===== config.mk =====
export PLATFORM = sky130hd
export DESIGN_NAME = uart_tx
export DESIGN_NICKNAME = d
export VERILOG_FILES = /design/src/rtl/uart_tx.sv
export SDC_FILE = /design/constraint.sdc
export NUM_CORES = 1
export LEC_CHECK = 0
export ABC_AREA = 0
export CAP_MARGIN = 20
export CELL_PAD_IN_SITES_DETAIL_PLACEMENT = 2
export CELL_PAD_IN_SITES_GLOBAL_PLACEMENT = 2
export CORE_MARGIN = 5
export CORE_UTILIZATION = 34
export CTS_BUF_LIST = sky130_fd_sc_hd__clkbuf_8
export CTS_CLUSTER_SIZE = 24
export DETAILED_ROUTE_END_ITERATION = 8
export HOLD_SLACK_MARGIN = 0.15
export MAX_ROUTING_LAYER = met4
export PLACE_DENSITY = 0.87
export SLEW_MARGIN = 20
export SYNTH_ARGS = -nofsm -noshare
export SYNTH_HDL_FRONTEND = slang
export SYNTH_SLANG_ARGS = --single-unit

===== constraint.sdc =====
create_clock -name clk -period 2.9 [get_ports clk]
set_input_delay 0.435 -clock clk [delete_from_list [all_inputs] [get_ports clk]]
set_output_delay 0.435 -clock clk [all_outputs]
set_load 0.02 [all_outputs]

===== src/rtl/uart_tx.sv =====
// ---------------------------------------------------------------------------
// uart_tx -- serial transmitter with optional parity and 1 or 2 stop bits.
//
// Frame on the line: start(0), 8 data bits LSB first, optional parity bit,
// STOP_BITS stop bits(1). Every bit lasts DIV_eff = max(DIV,2) clocks, where
// DIV is captured together with the byte at acceptance.
//
// Parameters:
//   PARITY_EN  : 1 inserts a parity bit after the data bits
//   PARITY_ODD : 1 selects odd parity, 0 even (ignored when PARITY_EN=0)
//   STOP_BITS  : number of stop bits, 1 or 2
//
// Ports:
//   clk      in   system clock, rising edge
//   rst      in   synchronous active-high reset
//   DIV      in   [7:0] clocks per bit, captured at acceptance
//   tx_data  in   [7:0] byte to send, captured at acceptance
//   tx_valid in   tx_data is valid
//   tx_ready out  block can accept a byte (IDLE and not in reset)
//   uart_txd out  serial line, registered, idles high
//   tx_busy  out  a frame is on the line
//   tx_done  out  one-cycle pulse in the first IDLE cycle after a frame
// ---------------------------------------------------------------------------
module uart_tx #(
  parameter int PARITY_EN  = 0,
  parameter int PARITY_ODD = 0,
  parameter int STOP_BITS  = 1
) (
  input  logic       clk,
  input  logic       rst,
  input  logic [7:0] DIV,
  input  logic [7:0] tx_data,
  input  logic       tx_valid,
  output logic       tx_ready,
  output logic       uart_txd,
  output logic       tx_busy,
  output logic       tx_done
);

  typedef enum logic [2:0] {
    IDLE,
    START,
    DATA,
    PARITY,
    STOP
  } state_t;

  // The bit counter doubles as the stop-bit counter while in STOP.
  localparam logic [3:0] LAST_STOP = (STOP_BITS == 2) ? 4'd1 : 4'd0;
  localparam logic       HAS_PAR   = (PARITY_EN != 0);
  localparam logic       PAR_INV   = (PARITY_ODD != 0);

  state_t     r_state;
  state_t     w_nextState;
  logic [7:0] r_cnt;
  logic [7:0] r_divEff;
  logic [3:0] r_bitCnt;
  logic [7:0] r_shift;
  logic       r_parity;
  logic       r_txd;
  logic       r_done;

  logic       w_accept;
  logic       w_wrap;
  logic [7:0] w_divEff;
  logic       w_txdNext;
  logic       w_doneNext;

  assign tx_ready = (r_state == IDLE) && !rst;
  assign tx_busy  = (r_state != IDLE);
  assign uart_txd = r_txd;
  assign tx_done  = r_done;

  assign w_accept = tx_valid && tx_ready;
  assign w_divEff = (DIV < 8'd2) ? 8'd2 : DIV;
  assign w_wrap   = (r_cnt == (r_divEff - 8'd1));

  // State register.
  always_ff @(posedge clk) begin
    if (rst) begin
      r_state <= IDLE;
    end else begin
      r_state <= w_nextState;
    end
  end

  // Next-state logic: every non-IDLE state advances only on a counter wrap,
  // so each bit occupies exactly DIV_eff cycles.
  always_comb begin
    w_nextState = r_state;
    case (r_state)
      IDLE:   if (w_accept) w_nextState = START;
      START:  if (w_wrap) w_nextState = DATA;
      DATA:   if (w_wrap && (r_bitCnt == 4'd7)) w_nextState = HAS_PAR ? PARITY : STOP;
      PARITY: if (w_wrap) w_nextState = STOP;
      STOP:   if (w_wrap && (r_bitCnt == LAST_STOP)) w_nextState = IDLE;
      default: w_nextState = IDLE;
    endcase
  end

  // Output logic: the line value for the coming cycle is derived from the
  // next state so the registered line lines up with the state it belongs to.
  // At a data-bit boundary the shifter has not moved yet, so the next bit is
  // taken from position 1.
  always_comb begin
    w_txdNext  = 1'b1;
    w_doneNext = (r_state == STOP) && (w_nextState == IDLE);
    case (w_nextState)
      START:   w_txdNext = 1'b0;
      DATA:    w_txdNext = ((r_state == DATA) && w_wrap) ? r_shift[1] : r_shift[0];
      PARITY:  w_txdNext = r_parity;
      default: w_txdNext = 1'b1;
    endcase
  end

  // Registered line and done pulse.
  always_ff @(posedge clk) begin
    if (rst) begin
      r_txd  <= 1'b1;
      r_done <= 1'b0;
    end else begin
      r_txd  <= w_txdNext;
      r_done <= w_doneNext;
    end
  end

  // Cycle counter: held at 0 in IDLE, otherwise counts 0..DIV_eff-1.
  always_ff @(posedge clk) begin
    if (rst) begin
      r_cnt <= 8'd0;
    end else if (r_state == IDLE) begin
      r_cnt <= 8'd0;
    end else if (w_wrap) begin
      r_cnt <= 8'd0;
    end else begin
      r_cnt <= r_cnt + 8'd1;
    end
  end

  // Bit counter: data bit index in DATA, stop bit index in STOP; cleared
  // whenever the state changes so each use starts from 0.
  always_ff @(posedge clk) begin
    if (rst) begin
      r_bitCnt <= 4'd0;
    end else if (((r_state == DATA) || (r_state == STOP)) && w_wrap) begin
      if (w_nextState != r_state) begin
        r_bitCnt <= 4'd0;
      end else begin
        r_bitCnt <= r_bitCnt + 4'd1;
      end
    end else if ((r_state != DATA) && (r_state != STOP)) begin
      r_bitCnt <= 4'd0;
    end
  end

  // Byte capture: shifter, divider and parity are all frozen at acceptance
  // so input changes during a frame cannot disturb it.
  always_ff @(posedge clk) begin
    if (rst) begin
      r_shift  <= 8'd0;
      r_divEff <= 8'd2;
      r_parity <= 1'b0;
    end else if (w_accept) begin
      r_shift  <= tx_data;
      r_divEff <= w_divEff;
      r_parity <= (^tx_data) ^ PAR_INV;
    end else if ((r_state == DATA) && w_wrap) begin
      r_shift  <= r_shift >> 1;
    end
  end

endmodule


==> qor.txt <==
Outcome -> finished clean
Min-Delay Path Class -> reg -> reg
Internal power -> 731 uW
Root buf cell -> clkbuf_8
WS Path Type -> reg -> reg
CP Capture Type -> register
Sw frac -> 28.7%
Max-slew violations -> 0
Routability cong. -> 0.786
CTS Hold Buffers Added -> 0
Post-CTS setup buffer count -> 0
Vias after detailed routing -> 1671
CTS Buf Count -> 5
Core ar. -> 5170 um^2
Setup TNS -> 0 ns
Sequential share of power -> 49.5%
Max transition margin -> 53.3%
CP max FO -> 6
Final WL -> 5.16 mm
CTS clk-pin slew, worst paths -> 0.07 ns
Vias in the first global route -> 1829
Clk sinks -> 34
Yosys cell types -> 38
Layout net count -> 271
Highest clock rate -> 371 MHz
Fraction of layout cells with a size suffix above 1 -> 7.26%
Pre-CTS WS -> 0.200 ns
Total I/O pin count -> 23
Drt drc -> 0
Die Area -> 7000 um^2
Global-route wire length before repair -> 8.82 mm
Register bit total from synthesis -> 34
Synth warn -> 0
Power Dens Cells -> 461 nW/um^2
Logic pwr share -> 18.4%
Sw power -> 294 uW
First-pass detailed-route iteration total -> 4
Setup violators final -> 0
Fin Clk Skew -> 0.00315 ns
Die X-Extent -> 83.7 um
Iter 0 DRT Violations -> 51
Largest net degree at the start of global routing -> 23
Number of gates resized after cts -> 0
Syn_area_per_cell -> 8.27 um^2
TritonCTS clock tree -> built
Height of the die -> 83.7 um
GRT overflow -> 0
Clock Path Buffers -> 2
Area Growth Syn to Fin -> 20.4%
Clock power share -> 32.0%
RSZ-0062 raised after global routing -> false
Rows -> 26
H-tree depth -> 2
Critical Path Max Stage Delay -> 0.61 ns
Final antenna-violating net count -> 0
Tightest Pin Transition -> 0.699 ns
Syn_nets -> 246
# diodes -> 0
Slowest CP cell -> or4_4
HPWL Detailed -> 3.98 mm
Post-synthesis sequential area ratio -> 36.9%
Crit path buf inv count -> 1
Initial Utilization -> 35.7%
DR vias/cell -> 5.25
Critical path arrival -> 2.87 ns
IO buf count -> 22
Worst IR Drop VDD -> 225 uV
Cell Area, Synth -> 1840 um^2
Worst reg-to-reg setup slack -> 0.21 ns
Final Critical Period -> 2.69 ns
Worst skew pair latency -> 0.29 ns
Worst setup SP type -> register
Final WS setup -> 0.206 ns
WL/cell -> 16.2 um
Post-Synthesis Cells -> 223
CP Cell Sequence -> inv_1 > ha_1 > and2_4 > o21a_1 > o31a_1 > or4_4 > nor4_2 > o221a_2 > a31oi_1
Required time of the worst setup path -> 3.07 ns
Initial antenna violation count -> 0
Maxcap violations -> 0
Cell family with most CP delay -> simple AND/OR/NAND/NOR gates
Global Route Usage Sum -> 15.9%
Leak -> 0.823 nW
Fin. Hold Viols -> 0
Final period util -> 92.9%
==> power groups by stage <==
stage | registers [mW] | clock network [mW] | logic, mW
detailed placement | 0.518 | 0 | 0.190
global placement | 0.516 | 0 | 0.181
finish | 0.507 | 0.328 | 0.189
floorplan | 0.512 | 0 | 0.120
global route | 0.510 | 0.354 | 0.207
CTS | 0.508 | 0.338 | 0.191
==> sequential cells by signal, indices dropped and copies added (netlist names) <==
register and flops:
r_bitCnt 4, r_cnt 8, r_divEff 8, r_parity 1, r_shift 8, r_state 3, tx_done 1, uart_txd 1
==> layer usage <==
metal	share of wire, %	global-route usage [%]
met1	47	18.9
met2	49	26.7
met3	2.8	3.55
met4	1.5	5.26
met5	0	-
==> cells in the final DEF, fill, tap and decap left out, drive strengths merged, types with 5 or more instances in the layout <==
master         instances
a211oi                10
nor4                   8
nand3                 11
a21oi                 17
dfxtp                 34
inv                   10
nor2                  30
mux2i                  7
clkbuf                 5
xor2                   9
clkdlybuf4s50         22
nand2                 25
xnor2                 13
==> Yosys cell counts, drive strengths merged <==
master	n	area, um^2
a211oi	10	75.1
a21oi	17	85.1
a311oi	1	8.76
a31o	1	8.76
a31oi	3	18.8
and2	3	21.3
and3	2	12.5
clkbuf	6	22.5
dfxtp	34	681
ha	4	50.1
inv	8	30.0
mux2i	7	70.1
nand2	25	96.4
nand3	11	55.1
nand3b	4	30.0
nand4	2	12.5
nor2	30	120
nor2b	3	18.8
nor3	4	20.0
nor3b	1	7.51
nor4	8	83.8
o21a	1	7.51
o21ai	4	20.0
o21bai	3	22.5
o221a	1	11.3
o31a	2	17.5
or2	2	12.5
or3	1	6.26
or4	3	26.3
xnor2	13	114
xor2	9	78.8
==> worst reg2reg max path, cell delays in order (launching register included) <==
cell	delay (ns)
dfxtp_1	0.42
inv_1	0.07
ha_1	0.30
and2_4	0.19
o21a_1	0.18
o31a_1	0.29
or4_4	0.61
nor4_2	0.21
o221a_2	0.24
a31oi_1	0.07
==> cell type report <==
cell class	instances	area, um^2
Fill cell	584	2950
Multi-Input combinational cell	175	1110
Sequential cell	34	681
Timing Repair Buffer	24	235
Tap cell	70	87.6
Clock buffer	5	68.8
Inverter	8	30.0
Clock inverter	2	7.51
==> stage by stage <==
stage | area, um^2 | std cells | hold slack (ns) | power, mW | utilization [%]
after floorplan | 1840 | 223 | 0.447 | 0.632 | -
after global placement | 2140 | 311 | 0.462 | 0.697 | 41.5
after detailed placement | 2140 | 311 | 0.486 | 0.708 | 41.5
after CTS | 2220 | 318 | 0.496 | 1.04 | 42.9
after global routing | 2220 | 318 | 0.515 | 1.07 | 42.9
final | 2220 | 318 | 0.492 | 1.02 | 42.9
==> final timing paths <==
path / depth (start not counted) / startpoint / to
setup / recovery: 9 / r_divEff[0]$_SDFFE_PP0P_ / uart_txd$_SDFF_PP1_
hold reg to reg: 2 / r_bitCnt[1]$_SDFFE_PP0P_ / r_bitCnt[1]$_SDFFE_PP0P_
setup reg to reg: 9 / r_divEff[0]$_SDFFE_PP0P_ / uart_txd$_SDFF_PP1_
hold / removal: 2 / r_bitCnt[1]$_SDFFE_PP0P_ / r_bitCnt[1]$_SDFFE_PP0P_
==> kinds of logic after synthesis <==
family	Yosys count	share of synthesized area [%]
fa+ha+maj	4	2.71
compound gates	43	14.9
mux	7	3.80
xor+xnor	22	10.4
simple gates	99	28.4
flops	34	36.9
buf+inv	14	2.85
No activity file was read; power rests on OpenSTA's default activity.
==> patch (same settings) <==
One comparison of `r_bitCnt` changes from == to >=.
--- a/src/rtl/uart_tx.sv
+++ b/src/rtl/uart_tx.sv
@@ -92,5 +92,5 @@
       IDLE:   if (w_accept) w_nextState = START;
       START:  if (w_wrap) w_nextState = DATA;
-      DATA:   if (w_wrap && (r_bitCnt == 4'd7)) w_nextState = HAS_PAR ? PARITY : STOP;
+      DATA:   if (w_wrap && (r_bitCnt >= 4'd7)) w_nextState = HAS_PAR ? PARITY : STOP;
       PARITY: if (w_wrap) w_nextState = STOP;
       STOP:   if (w_wrap && (r_bitCnt == LAST_STOP)) w_nextState = IDLE;
Function: no difference found for any inputs over 10 cycles, from zero or initial values and one cycle with rst high; that may be too few to reach the edited logic, so the function may still have changed.
==> patch against the unedited design <==
  * Sequential share of layout area down 1.1 points
  * Setup slack worse by 0.017 ns
  * Count of clock-buffer cells in the layout unchanged
  * Worst hold slack lost 0.034 ns
  * Utilization down 1.3 points
  * Routed wire length rose by 10%
  * Cell area is 3.8% higher
  * First-iteration DRC count down 16%
  * Total power increased by 0.78%
  * Clock skew about the same
  * Synthesized area increased by 6.2%
  * Sequential cell count stayed put
  * Critical path type unchanged
  * Highest routed layer unchanged
==> patch: results (changes against the unedited design) <==
synthesis:
  synth_top_cells_by_count: "sky130_fd_sc_hd__nand2_1 (44), sky130_fd_sc_hd__dfxtp_1 (34), sky130_fd_sc_hd__a21oi_1 (22)"
  synth_async_sr_flop_share_pct: 0  # unchanged
  yosys.cell_types.count: 47  # +24%
  mappedNetlistNets: 271  # +10%
  yosys-top-cells-area: "sky130_fd_sc_hd__dfxtp_1 (35%), sky130_fd_sc_hd__nand2_1 (8.4%), sky130_fd_sc_hd__xnor2_1 (6.7%), sky130_fd_sc_hd__a21oi_1 (5.6%), sky130_fd_sc_hd__nor2_1 (3.6%)"
  portion_of_the_post_synthesis_area_used_by_sequential_elements_pct: 34.8  # -2.1 points
  post_synth.cell_area_avg_um2: 7.90  # -4.5%
  synth_ff_type: "sky130_fd_sc_hd__dfxtp_1"
setup_path:
  highest_fanout_seen_on_the_critical_path: 7  # +1
  critical_path.reg2reg.startpoint: "r_divEff[0]"
  reg2reg_slack_ns: 0.19  # -0.02 ns
  r2r.worst_path.cells: 9  # unchanged
  arrival_worst_endpoint_ns: 2.88  # about the same
placement:
  numPlacedInstances: 333  # +7.1%
  dpl.hpwl_um: 4200  # +5.4%
  placed_area_um2: 2220  # +3.7%
  gpl.final_weighted_congestion: 0.793  # +0.95%
  post_place_setup_slack_ns: 0.282  # +0.0820 ns
  io_buffers: 22  # unchanged
route:
  vias_per_cell: 5.36  # +2.1%
  routed-via-count: 1824  # +9.2%
  route.final.wire_length_um: 5680  # +10%
  drtIter0Drc: 43  # -16%
grt:
  grt_max_degree: 24  # +4.3%
  grt_util_all_layers_pct: 17.2  # +1.3 points
  wire_length_of_the_first_global_routing_pass_um: 9860  # +12%
  grt_pass1_vias: 2036  # +11%
min_path:
  number_of_instances_on_the_worst_hold_path: 2  # unchanged
  hold_end: "r_shift[5]"
  hold_path.startpoint: "r_shift[5]"
power:
  worst_ir_drop_vdd_v: 0.000153  # -32%
  power_leakage_nw: 0.780  # -5.3%
status:
  outcome: "completed"
cts:
  clock_tree.buffer_depth: 2  # unchanged
  post_cts_buffers: 0  # unchanged
  worst_setup_hold_path_clk_slew_ns: 0.07  # about the same
layout:
  fraction_of_final_layout_cells_sized_beyond_drive_strength_1_pct: 7.09  # -0.17 points
  final_design_area_no_fill_um2: 2300  # +3.8%
  nets: 291  # +7.4%
  filler_cell_count: 659  # +13%
timing:
  clock-skew-final_ns: 0.00314  # -0.00000700 ns
  fin_worst_hold_slack_ns: 0.458  # -0.0335 ns
  final.min_clock_period_ns: 2.71  # +0.0172 ns
  tightest_slew_ns: 0.634  # -0.0642 ns
## patch: cell count changes after synthesis, moves of 3 or more
cell,unedited run,this run
sky130_fd_sc_hd__a31oi_1,3,0
sky130_fd_sc_hd__a21boi_0,0,3
sky130_fd_sc_hd__nor4_1,4,1
sky130_fd_sc_hd__a21o_1,0,6
sky130_fd_sc_hd__mux2i_1,7,2
sky130_fd_sc_hd__nor2_1,29,19
sky130_fd_sc_hd__a21oi_1,17,22
sky130_fd_sc_hd__nor3b_1,1,4
sky130_fd_sc_hd__nand2_1,24,44
sky130_fd_sc_hd__a211oi_1,10,4
## patch: how the worst max path moves through the flow
stage,end,depth (start not counted)
finish,uart_txd,9
global placement,r_bitCnt[3],9
global route,uart_txd,9
detailed placement,r_shift[1],9
CTS,r_shift[2],9
floorplan,uart_txd,11
## patch: area by class of cell
| cell class | count | share of cell area, % |
|---|---|---|
| sequential | 34 | 29.5 |
| inverter | 8 | 1.30 |
| clock inverter | 2 | 0.434 |
| multi-input combinational | 195 | 51.6 |
| timing repair buffer | 24 | 10.2 |
| clock buffer | 5 | 2.99 |
| tap | 72 | 3.91 |
## patch: cells by family (layout without fill, tap and decap cells)
kind of cell,Yosys count,count (layout),share of synthesized area [%]
adder cells (fa/ha/maj),4,4,2.56
multiplexers,2,2,1.02
buffers and inverters,19,39,4.54
flip-flops,34,34,34.8
XOR/XNOR,22,22,9.84
AO/OA/AOI/OAI,53,53,18.4
AND/OR/NAND/NOR,114,114,28.9
## patch: worst max-delay path: stages, from the launching register on
cell and delay [ns]:
sky130_fd_sc_hd__dfxtp_1 0.46, sky130_fd_sc_hd__inv_1 0.08, sky130_fd_sc_hd__ha_1 0.30, sky130_fd_sc_hd__xor2_1 0.18, sky130_fd_sc_hd__o211ai_1 0.12, sky130_fd_sc_hd__a211oi_1 0.39, sky130_fd_sc_hd__nand3_1 0.25, sky130_fd_sc_hd__nor2_2 0.29
sky130_fd_sc_hd__o221ai_1 0.17, sky130_fd_sc_hd__a221o_1 0.35
## patch: routing by layer
layer / part of all wire, % / routed length [µm] / track usage [%]
met3: 2.4 / 137 / 3.17
met1: 45 / 2560 / 20.1
met5: 0 / 0 / -
met2: 51 / 2900 / 30.1
met4: 1.3 / 75 / 4.46
## patch: power by group
group          internal, mW  switching, mW
registers             0.483         0.0198
logic                0.0882          0.109
clock network         0.161          0.171
total                 0.732          0.300
